--- config.mk ---
export PLATFORM = sky130hd
export DESIGN_NAME = ex_stage
export DESIGN_NICKNAME = d
export VERILOG_FILES = /design/src/rtl/ex_stage.sv
export SDC_FILE = /design/constraint.sdc
export NUM_CORES = 1
export LEC_CHECK = 0
export ABC_CLOCK_PERIOD_IN_PS = 21900
export CAP_MARGIN = 5
export CORE_MARGIN = 1.5
export CORE_UTILIZATION = 40
export CTS_CLUSTER_DIAMETER = 120
export CTS_CLUSTER_SIZE = 12
export DETAILED_ROUTE_END_ITERATION = 10
export HOLD_SLACK_MARGIN = 0.02
export PLACE_DENSITY = 0.64
export SKIP_LAST_GASP = 1
export SLEW_MARGIN = 20
export SYNTH_ARGS = -nofsm -noshare
export SYNTH_HDL_FRONTEND = slang
export SYNTH_SLANG_ARGS = --single-unit
--- constraint.sdc ---
create_clock -name clk -period 21.9 [get_ports clk]
set_input_delay 4.38 -clock clk [delete_from_list [all_inputs] [get_ports clk]]
set_output_delay 4.38 -clock clk [all_outputs]
set_load 0.01 [all_outputs]
--- src/rtl/ex_stage.sv ---
// Execute stage: ID/EX register with bubble insertion, operand forwarding,
// ALU, branch/jump resolution and the EX/MEM register.
module ex_stage #(
  parameter int XLEN       = 32,
  parameter int REG_ADDR_W = 5
) (
  input  logic                  clk,
  input  logic                  reset,
  input  logic                  flush_e,
  input  logic                  regwrite_d,
  input  logic                  memwrite_d,
  input  logic                  jump_d,
  input  logic                  branch_d,
  input  logic                  alusrc_d,
  input  logic [1:0]            resultsrc_d,
  input  logic [2:0]            alucontrol_d,
  input  logic [XLEN-1:0]       rd1_d,
  input  logic [XLEN-1:0]       rd2_d,
  input  logic [XLEN-1:0]       pc_d,
  input  logic [XLEN-1:0]       extimm_d,
  input  logic [XLEN-1:0]       pcplus4_d,
  input  logic [REG_ADDR_W-1:0] rs1_d,
  input  logic [REG_ADDR_W-1:0] rs2_d,
  input  logic [REG_ADDR_W-1:0] rd_d,
  input  logic [1:0]            forward_a_e,
  input  logic [1:0]            forward_b_e,
  input  logic [XLEN-1:0]       result_w,
  output logic [REG_ADDR_W-1:0] rs1_e,
  output logic [REG_ADDR_W-1:0] rs2_e,
  output logic [REG_ADDR_W-1:0] rd_e,
  output logic [1:0]            resultsrc_e,
  output logic                  regwrite_e,
  output logic                  pcsrc_e,
  output logic [XLEN-1:0]       pctarget_e,
  output logic                  regwrite_m,
  output logic                  memwrite_m,
  output logic [1:0]            resultsrc_m,
  output logic [XLEN-1:0]       aluresult_m,
  output logic [XLEN-1:0]       writedata_m,
  output logic [XLEN-1:0]       pcplus4_m,
  output logic [REG_ADDR_W-1:0] rd_m
);

  // ID/EX state
  logic                  regwrite_e_reg, memwrite_e_reg, jump_e_reg, branch_e_reg, alusrc_e_reg;
  logic [1:0]            resultsrc_e_reg;
  logic [2:0]            alucontrol_e_reg;
  logic [XLEN-1:0]       rd1_e_reg, rd2_e_reg, pc_e_reg, extimm_e_reg, pcplus4_e_reg;
  logic [REG_ADDR_W-1:0] rs1_e_reg, rs2_e_reg, rd_e_reg;

  // EX/MEM state
  logic                  regwrite_m_reg, memwrite_m_reg;
  logic [1:0]            resultsrc_m_reg;
  logic [XLEN-1:0]       aluresult_m_reg, writedata_m_reg, pcplus4_m_reg;
  logic [REG_ADDR_W-1:0] rd_m_reg;

  // Execute-cycle combinational values
  logic [XLEN-1:0] srca, srcb, writedata_e, aluresult_e;
  logic            zero_e;

  // ID/EX capture; a flush loads an all-zero bubble, reset wins over flush
  always_ff @(posedge clk) begin
    if (reset || flush_e) begin
      regwrite_e_reg   <= 1'b0;
      memwrite_e_reg   <= 1'b0;
      jump_e_reg       <= 1'b0;
      branch_e_reg     <= 1'b0;
      alusrc_e_reg     <= 1'b0;
      resultsrc_e_reg  <= '0;
      alucontrol_e_reg <= '0;
      rd1_e_reg        <= '0;
      rd2_e_reg        <= '0;
      pc_e_reg         <= '0;
      extimm_e_reg     <= '0;
      pcplus4_e_reg    <= '0;
      rs1_e_reg        <= '0;
      rs2_e_reg        <= '0;
      rd_e_reg         <= '0;
    end else begin
      regwrite_e_reg   <= regwrite_d;
      memwrite_e_reg   <= memwrite_d;
      jump_e_reg       <= jump_d;
      branch_e_reg     <= branch_d;
      alusrc_e_reg     <= alusrc_d;
      resultsrc_e_reg  <= resultsrc_d;
      alucontrol_e_reg <= alucontrol_d;
      rd1_e_reg        <= rd1_d;
      rd2_e_reg        <= rd2_d;
      pc_e_reg         <= pc_d;
      extimm_e_reg     <= extimm_d;
      pcplus4_e_reg    <= pcplus4_d;
      rs1_e_reg        <= rs1_d;
      rs2_e_reg        <= rs2_d;
      rd_e_reg         <= rd_d;
    end
  end

  // Forwarding muxes (11 falls back to the ID/EX value) and ALU
  always_comb begin
    case (forward_a_e)
      2'b01:   srca = result_w;
      2'b10:   srca = aluresult_m_reg;
      default: srca = rd1_e_reg;
    endcase
    case (forward_b_e)
      2'b01:   writedata_e = result_w;
      2'b10:   writedata_e = aluresult_m_reg;
      default: writedata_e = rd2_e_reg;
    endcase
    srcb = alusrc_e_reg ? extimm_e_reg : writedata_e;
    case (alucontrol_e_reg)
      3'b000:  aluresult_e = srca + srcb;
      3'b001:  aluresult_e = srca - srcb;
      3'b010:  aluresult_e = srca & srcb;
      3'b011:  aluresult_e = srca | srcb;
      3'b100:  aluresult_e = srca ^ srcb;
      3'b101:  aluresult_e = {{(XLEN-1){1'b0}}, ($signed(srca) < $signed(srcb))};
      3'b110:  aluresult_e = srca << srcb[4:0];
      default: aluresult_e = srca >> srcb[4:0];
    endcase
  end

  assign zero_e     = (aluresult_e == '0);
  assign pcsrc_e    = jump_e_reg | (branch_e_reg & zero_e);
  assign pctarget_e = pc_e_reg + extimm_e_reg;

  // EX/MEM capture; a bubble naturally carries zero write enables
  always_ff @(posedge clk) begin
    if (reset) begin
      regwrite_m_reg  <= 1'b0;
      memwrite_m_reg  <= 1'b0;
      resultsrc_m_reg <= '0;
      aluresult_m_reg <= '0;
      writedata_m_reg <= '0;
      pcplus4_m_reg   <= '0;
      rd_m_reg        <= '0;
    end else begin
      regwrite_m_reg  <= regwrite_e_reg;
      memwrite_m_reg  <= memwrite_e_reg;
      resultsrc_m_reg <= resultsrc_e_reg;
      aluresult_m_reg <= aluresult_e;
      writedata_m_reg <= writedata_e;
      pcplus4_m_reg   <= pcplus4_e_reg;
      rd_m_reg        <= rd_e_reg;
    end
  end

  assign rs1_e       = rs1_e_reg;
  assign rs2_e       = rs2_e_reg;
  assign rd_e        = rd_e_reg;
  assign resultsrc_e = resultsrc_e_reg;
  assign regwrite_e  = regwrite_e_reg;
  assign regwrite_m  = regwrite_m_reg;
  assign memwrite_m  = memwrite_m_reg;
  assign resultsrc_m = resultsrc_m_reg;
  assign aluresult_m = aluresult_m_reg;
  assign writedata_m = writedata_m_reg;
  assign pcplus4_m   = pcplus4_m_reg;
  assign rd_m        = rd_m_reg;

endmodule
-- Yosys cells after proc, flatten, opt, wreduce, memory -nomap -nowiden
Cells that the tools add are included.
- bits in registers: 290
- bits of input ports: 224
- output and inout bits: 156
- add/sub/neg operators: 3
- magnitude comparators: 1
- eq/ne operators: 10
- shift operators: 2
- muxes and demuxes: 4
- bitwise gates (word level): 5
- reductions and logical operators: 3
- operator list (cell ; count):
    $pmux 32 s7 ; 1
    $pmux 32 s2 ; 2
    $add 32x32->32 ; 2
    $and 32x32->32 ; 1
    $logic_not 32->1 ; 1
    $lt 32x32->1 ; 1
    $mux 32 ; 1
    $or 32x32->32 ; 1
    $shl 32x5->32 ; 1
    $shr 32x5->32 ; 1
    $sub 32x32->32 ; 1
    $xor 32x32->32 ; 1
    $eq 3x3->1 const B ; 3
    $eq 3x2->1 const B ; 2
    $eq 2x1->1 const B ; 2
    $eq 2x2->1 const B ; 2
    $eq 3x1->1 const B ; 1
    $logic_not 3->1 ; 1
    $and 1x1->1 ; 1
    $logic_or 1x1->1 ; 1
    $or 1x1->1 ; 1

-- Logic depth before layout (Yosys ltp)
Gate-level depths: netlist of the first run.
- word-level depth: 8
- depth in mapped cells: 24

-- Worst setup path after synthesis of the first run
No wires, ideal clock.
- path kind: input to output
- from: input port forward_b_e[0]
- to: output port pcsrc_e
- data arrival time: 9.345 ns
- required time: 17.520 ns
- setup slack: 8.175 ns
- stages on the path: 23
- buffers on the path: 6
- path through: inv_1 -> ha_1 -> buf_2 -> a221oi_1 -> o31a_1 -> buf_2 -> buf_1 -> buf_1 -> clkbuf_1 -> ha_1 -> clkbuf_1 -> or2_2 -> a211oi_1 -> o21bai_1 -> o2111ai_1 -> nand4_1 -> nand3b_1 -> mux2_2 -> a211oi_1 -> nand3_1 -> nor4_1 -> and3_1 -> a21o_1
- cells in the longest elaborated chain, start to end: 8
- elaborated cells on any way between the ends: 16
- those cells by class: add/sub (2); order compare (1); eq/ne (2); shift (2); mux (3); bitwise (5); reduce/logical (1)
- ends and longest elaborated chain (what ; line ; source):
    start, declared ; 26 ; input logic [1:0] forward_b_e,
    $eq 2x2->1 / $eq 2x1->1 (equally long branches) ; 105 ; case (forward_b_e)
    $pmux 32 s2 (*) ; 105 ;
    $mux 32 (*) ; 110 ; srcb = alusrc_e_reg ? extimm_e_reg : writedata_e;
    $sub 32x32->32 (tied with other cells) ; 113 ; 3'b001: aluresult_e = srca - srcb;
    $pmux 32 s7 (*) ; 111 ; case (alucontrol_e_reg)
    $logic_not 32->1 (*) ; 123 ; assign zero_e = (aluresult_e == '0);
    $and 1x1->1 (*) ; 124 ; assign pcsrc_e = jump_e_reg | (branch_e_reg & zero_e);
    $or 1x1->1 (*) ; 124 ;
    end, declared ; 33 ; output logic pcsrc_e,
Mark *: on every way between the ends. The rest lies on a longest branch, timed or not.

-- Worst setup path in the final report of the first run
Ends and elaborated chain as after synthesis.

==> results.yml, run 1 <==
floorplan:
  start_util_pct: 40.4
  die_area_mm2: 0.0507
  rows: 81
  die_h_um: 225
  die_width_um: 225
  coreArea_mm2: 0.0488
  design.portCount: 380
clocking:
  cts_tree: "done"
  cts_setup_buffers: 0
  ctsLongestPathBuffers: 3
  clock_sinks: 290
  cts-buffers-inserted: 28
  ctsResizeCount: 0
  ctsHoldBuffers: 0
  clkTransAtPathRegs_ns: 0.06
  htree_num_levels: 1
  clock_insertion_delay_worst_skew_ns: 0.55
  clk_root_buffer_cell: "clkbuf_16"
critical_path:
  endpoint: "pcsrc_e"
  cp.arrival_ns: 12.29
  crit_family: "buffers and inverters"
  critPathCaptureType: "output pin"
  path_class: "in -> out"
  r2r-start: "alusrc_e_reg"
  rr_worst_depth: 20
  crit_start: "forward_b_e[0]"
  rrSetupSlack_ns: 15.77
  crit_required_ns: 17.52
  cp_common_cell: "buf_4"
  critPathMaxStageDelay_ns: 0.82
  cp_slowest_cell: "nor4_1"
  worstPathMaxFanout: 65
  reg2reg_to: "aluresult_m[30]"
  start_kind: "input port"
  crit_cells: 25
  critPathBufInv: 8
placement:
  dpl.hpwl_um: 80300
  place_congestion: 1.10
  place_inst: 3419
  port_buffers: 379
  pre_cts_ws_ns: 5.56
power_and_ir_drop:
  intPower_mw: 1.06
  p_sw_mw: 0.711
  power_frac_comb_pct: 43.6
  powerDensity_mw_per_mm2: 70.9
  p_sw_share_pct: 40.2
  power.total_mw: 1.77
  p_clk_share_pct: 23.7
  pwr-share-seq_pct: 32.7
  ir_drop_mv: 0.0599
  leakage_nw: 10.2
sta:
  tightest_slew_ns: 1.15
  slew_headroom_pct: 22.6
  timing.final.ws_setup_ns: 5.23
  period_minus_slack_ns: 16.67
  report.final.slew_viol_count: 0
  min_period_over_period_pct: 76.1
  finalHoldViolations: 0
  rsz0062_at_grt: "no"
  setup_viol: 0
  clock.fmax_mhz: 60.0
  finalClockSkew_ns: 0.0149
  fin_tns_setup_ns: 0
synthesis:
  syn_inst: 2468
  avgSynthCellArea_um2: 8.00
  synthTopCellsByArea: "dfxtp_1, ha_1, and2_1, mux2i_1, nor2_1"
  synth-edff-count: 0
  async_reset_ff_share_pct: 0
  syn_nets: 2836
  synth_cell_types: 88
  synth-seq-cells: 290
  ys_seq_area_share_pct: 29.4
  synth_top_area_share_pct: 29.4
  syn_area_mm2: 0.0197
  synthFlopType: "dfxtp_1"
  synth_warnings: 0
  synth.largest_area_cell: "dfxtp_1"
finish:
  fillers: 4741
  drive_above_1_share_pct: 5.46
  seqCellArea_mm2: 0.00581
  area_growth_pct: 26.5
  instances_no_fill: 3456
  multi_input_area_mm2: 0.0129
  fin_nets: 3153
global_routing:
  antenna_found_initial: 15
  grt_pass1_wl_um: 142000
  grt_overflow: 0
  grt_pass1_vias: 20600
  grtUsageTotal_pct: 38.7
  grt_max_degree: 97
routing:
  via_per_inst: 6.20
  dr_total_vias: 21400
  drt-pass1-iter-count: 6
  drtIter0Drc: 2545
  wl_per_cell_um: 29.4
  routed_wirelength_um: 102000
  drcViolationCount: 0
  ant_nets: 0
outcome:
  status: "finished clean"
min_path:
  hp-class: "reg -> reg"
flow_run:
  max_cap_viol_count: 0
-- Yosys cell counts, drive strengths merged, types with 8 or more instances --
master   number
o22ai        59
nor2        230
nor4         16
xnor2        28
a22oi        78
nand2b       24
nor2b        65
o311ai       10
a21oi       131
mux2         14
o21ai       141
a211oi       29
nand4        14
mux2i        96
a221oi       19
o21bai       16
xor2          8
ha          141
nand2       159
or3          13
o221ai       11
nand3        36
a221o        29
nor3         52
dfxtp       290
a31oi        31
o31ai         9
inv         111
and2        205
and3         29
a2111oi      13
or2           8
o21a         19
a21o         31
buf          47
clkbuf      108
o211ai       38
-- layout make-up --
cell class	count	share of cell area, %
Clock inverter	3	0.120
Multi-Input combinational cell	1909	51.6
Clock buffer	28	2.81
Inverter	114	1.71
Timing Repair Buffer	442	17.1
Antenna cell	6	0.0602
Tap cell	664	3.33
Sequential cell	290	23.3
-- power by group through the flow --
| stage | Combinational (mW) | Sequential, mW | Clock (mW) |
|---|---|---|---|
| 2_1_floorplan | 0.421 | 0.588 | 0 |
| 3_3_place_gp | 0.742 | 0.588 | 0 |
| 3_5_place_dp | 0.738 | 0.588 | 0 |
| 4_1_cts | 0.743 | 0.577 | 0.428 |
| 5_1_grt | 0.805 | 0.579 | 0.447 |
| 6_report | 0.772 | 0.578 | 0.420 |
-- routing by layer --
| metal | wire length (µm) | track usage, % |
|---|---|---|
| met5 | 78 | 0 |
| met4 | 8200 | 27.7 |
| met3 | 9650 | 8.94 |
| met2 | 45200 | 60.9 |
| met1 | 38600 | 46.5 |
-- metrics by stage --
step | utilization, % | hold WS (ns) | area (µm²)
4_1_cts | 51.1 | 0.438 | 24900
3_3_place_gp | 49.6 | 0.416 | 24200
2_1_floorplan | - | 0.414 | 19700
6_report | 51.1 | 0.435 | 25000
3_5_place_dp | 49.6 | 0.424 | 24200
5_1_grt | 51.1 | 0.445 | 25000
-- logic make-up after synthesis --
kind of cell	after synthesis	share of synthesized area, %
mux	110	5.75
simple gates	869	22.2
flops	290	29.4
buf+inv	269	5.53
fa+ha+maj	144	9.24
xor+xnor	36	1.60
compound gates	750	26.2
-- placed cells by master (no fill, tap or decap), types with 16 or more instances in the layout --
master / Yosys / layout
a31oi_1: 31 / 31
clkbuf_16: 0 / 28
o22ai_1: 59 / 59
mux2i_1: 95 / 95
ha_1: 141 / 140
nand2b_1: 24 / 24
nor3_1: 52 / 51
nor4_1: 16 / 16
nand3_1: 36 / 36
o21ai_1: 17 / 17
a22oi_1: 78 / 78
a21o_1: 31 / 31
dfxtp_1: 290 / 288
clkdlybuf4s50_1: 0 / 378
o21bai_1: 16 / 16
nor2_1: 230 / 227
o21a_1: 19 / 19
buf_4: 3 / 64
o211ai_1: 37 / 37
xnor2_1: 28 / 28
and2_1: 205 / 205
nand2_1: 159 / 159
a211oi_1: 29 / 29
inv_1: 108 / 108
a221oi_1: 19 / 19
a21oi_1: 131 / 131
and3_1: 29 / 29
a221o_1: 29 / 29
nor2b_1: 65 / 63
o21ai_0: 120 / 120
-- worst reg2reg max path, cell delays in order, from the launching register on --
cell,delay [ns]
dfxtp_2,0.31
buf_4,0.56
or2_4,0.28
o221ai_4,0.10
buf_4,0.39
inv_2,0.15
buf_4,0.51
ha_1,0.33
inv_1,0.09
fa_1,0.52
nor2_1,0.16
o311a_1,0.19
a21oi_1,0.15
a21o_1,0.23
o21a_1,0.25
o311ai_0,0.85
a41oi_1,0.29
nand2_1,0.13
o211ai_1,0.09
a21oi_1,0.33
nor2_1,0.08
-- how the worst min path moves through the flow --
stage | cells after the start | slack [ns] | endpoint | startpoint
floorplan | 1 | 0.41 | memwrite_m | memwrite_e_reg
global placement | 1 | 0.42 | pcplus4_m[30] | pcplus4_e_reg[30]
detailed placement | 1 | 0.42 | pcplus4_m[1] | pcplus4_e_reg[1]
CTS | 1 | 0.44 | pcplus4_m[1] | pcplus4_e_reg[1]
global route | 1 | 0.44 | pcplus4_m[22] | pcplus4_e_reg[22]
finish | 1 | 0.43 | pcplus4_m[16] | pcplus4_e_reg[16]
No activity file was read; power rests on OpenSTA's default activity.
==> run 2, diff against run 1 <==
- ABC_CLOCK_PERIOD_IN_PS: 21900 -> 13650
- PLACE_DENSITY: 0.64 -> 0.67
- clock period: 21.9 -> 13.65 ns (I/O delays scaled with it)
==> results.yml, run 2 (synthesized netlist as in run 1, its figures left out) <==
power_and_ir_drop:
  powerDensity_mw_per_mm2: 115
  power.total_mw: 2.87
  leakage_nw: 10.2
  ir_drop_mv: 0.107
sta:
  rsz0062_at_grt: "no"
  period_minus_slack_ns: 13.17
  finalClockSkew_ns: 0.0354
  timing.final.ws_setup_ns: 0.483
  min_period_over_period_pct: 96.5
  fin_tns_setup_ns: 0
  finalHoldViolations: 0
  slew_headroom_pct: 20.0
  tightest_slew_ns: 1.17
  setup_viol: 0
  holdWs_ns: 0.434
  clock.fmax_mhz: 75.9
  report.final.slew_viol_count: 0
critical_path:
  reg2reg_to: "aluresult_m[31]"
  cp.arrival_ns: 10.44
  path_class: "in -> out"
  crit_start: "forward_b_e[1]"
  crit_required_ns: 10.92
  r2r-start: "aluresult_m[5]"
  rrSetupSlack_ns: 7.81
  worstPathMaxFanout: 33
  endpoint: "pcsrc_e"
  critPathCaptureType: "output pin"
  start_kind: "input port"
  rr_worst_depth: 17
routing:
  drtIter0Drc: 2603
  routed_wirelength_um: 103000
  dr_total_vias: 21500
  wl_per_cell_um: 29.7
  drt-pass1-iter-count: 6
  via_per_inst: 6.22
  drcViolationCount: 0
  ant_nets: 0
clocking:
  ctsLongestPathBuffers: 3
  clock_insertion_delay_worst_skew_ns: 0.57
  clk_root_buffer_cell: "clkbuf_16"
  ctsResizeCount: 0
  clkTransAtPathRegs_ns: 0.06
  clock_sinks: 290
  cts-buffers-inserted: 28
  cts_setup_buffers: 0
  cts_tree: "done"
  ctsHoldBuffers: 0
  htree_num_levels: 1
global_routing:
  grt_pass1_vias: 21000
  antenna_found_initial: 15
  grt_pass1_wl_um: 144000
  grtUsageTotal_pct: 39.1
  grt_max_degree: 103
  grt_overflow: 0
placement:
  pre_cts_ws_ns: 1.03
  port_buffers: 379
  dpl.hpwl_um: 81400
  place_congestion: 1.20
min_path:
  whs_path_depth: 1
  hp-class: "reg -> reg"
flow_run:
  max_cap_viol_count: 0
finish:
  finish.utilization_pct: 51.1
  area_growth_pct: 26.5
  fin_nets: 3152
  drive_above_1_share_pct: 5.46
  mostFrequentLayoutCell: "clkdlybuf4s50_1"
  final_cell_mix: "clkdlybuf4s50_1, dfxtp_1, nor2_1, and2_1, nand2_1"
floorplan:
  die_h_um: 225
  coreArea_mm2: 0.0488
  start_util_pct: 40.4
  die_area_mm2: 0.0507
  die_width_um: 225
  rows: 81
  design.portCount: 380
outcome:
  status: "finished clean"
-- run 2: metal layers --
layer | global-route usage (%) | vias to the layer above | routed length (µm)
li1 | - | 9527 | -
met1 | 46.0 | 10200 | 38200
met2 | 61.7 | 1391 | 45400
met3 | 10.4 | 331 | 10600
met4 | 27.7 | 8 | 8250
met5 | 0 | - | 64
-- run 2: metrics by stage --
step	instances	instance area [µm²]
6_report	3455	25000
2_1_floorplan	2468	19700
3_3_place_gp	3418	24200
5_1_grt	3454	25000
4_1_cts	3448	24900
3_5_place_dp	3418	24200
-- run 2: worst max-delay path: stages --
cell,delay [ns]
clkdlybuf4s50_1,0.51
ha_2,0.65
a22oi_1,0.19
nor2_1,0.13
a21oi_1,0.07
o21ai_0,0.86
inv_1,0.20
ha_1,0.34
or3_1,0.43
o21a_1,0.23
nor4_1,0.64
o211ai_1,0.30
a31oi_1,0.46
o221ai_1,0.18
a211oi_1,0.56
nand4b_1,0.22
nor4_1,0.72
and3_1,0.29
a21o_1,0.12
clkdlybuf4s50_1,0.59
-- run 2: cell type report --
cell class,count,area (µm²)
clock buffer,29,726
clock inverter,1,11.3
fill,4684,23900
sequential,290,5810
antenna,7,17.5
tap,664,831
multi-input combinational,1909,12900
timing repair buffer,441,4260
inverter,114,428
-- run 2: worst min path at each step --
stage | start | end | slack, ns
3_5_place_dp | pcplus4_e_reg[25] | pcplus4_m[25] | 0.42
3_3_place_gp | pcplus4_e_reg[1] | pcplus4_m[1] | 0.42
5_1_grt | pcplus4_e_reg[1] | pcplus4_m[1] | 0.45
2_1_floorplan | memwrite_e_reg | memwrite_m | 0.41
4_1_cts | pcplus4_e_reg[1] | pcplus4_m[1] | 0.44
6_report | pcplus4_e_reg[1] | pcplus4_m[1] | 0.43
-- run 2: report_power, final --
part / internal (mW) / switching, mW
sequential: 0.893 / 0.0417
clock: 0.372 / 0.312
combinational: 0.444 / 0.804
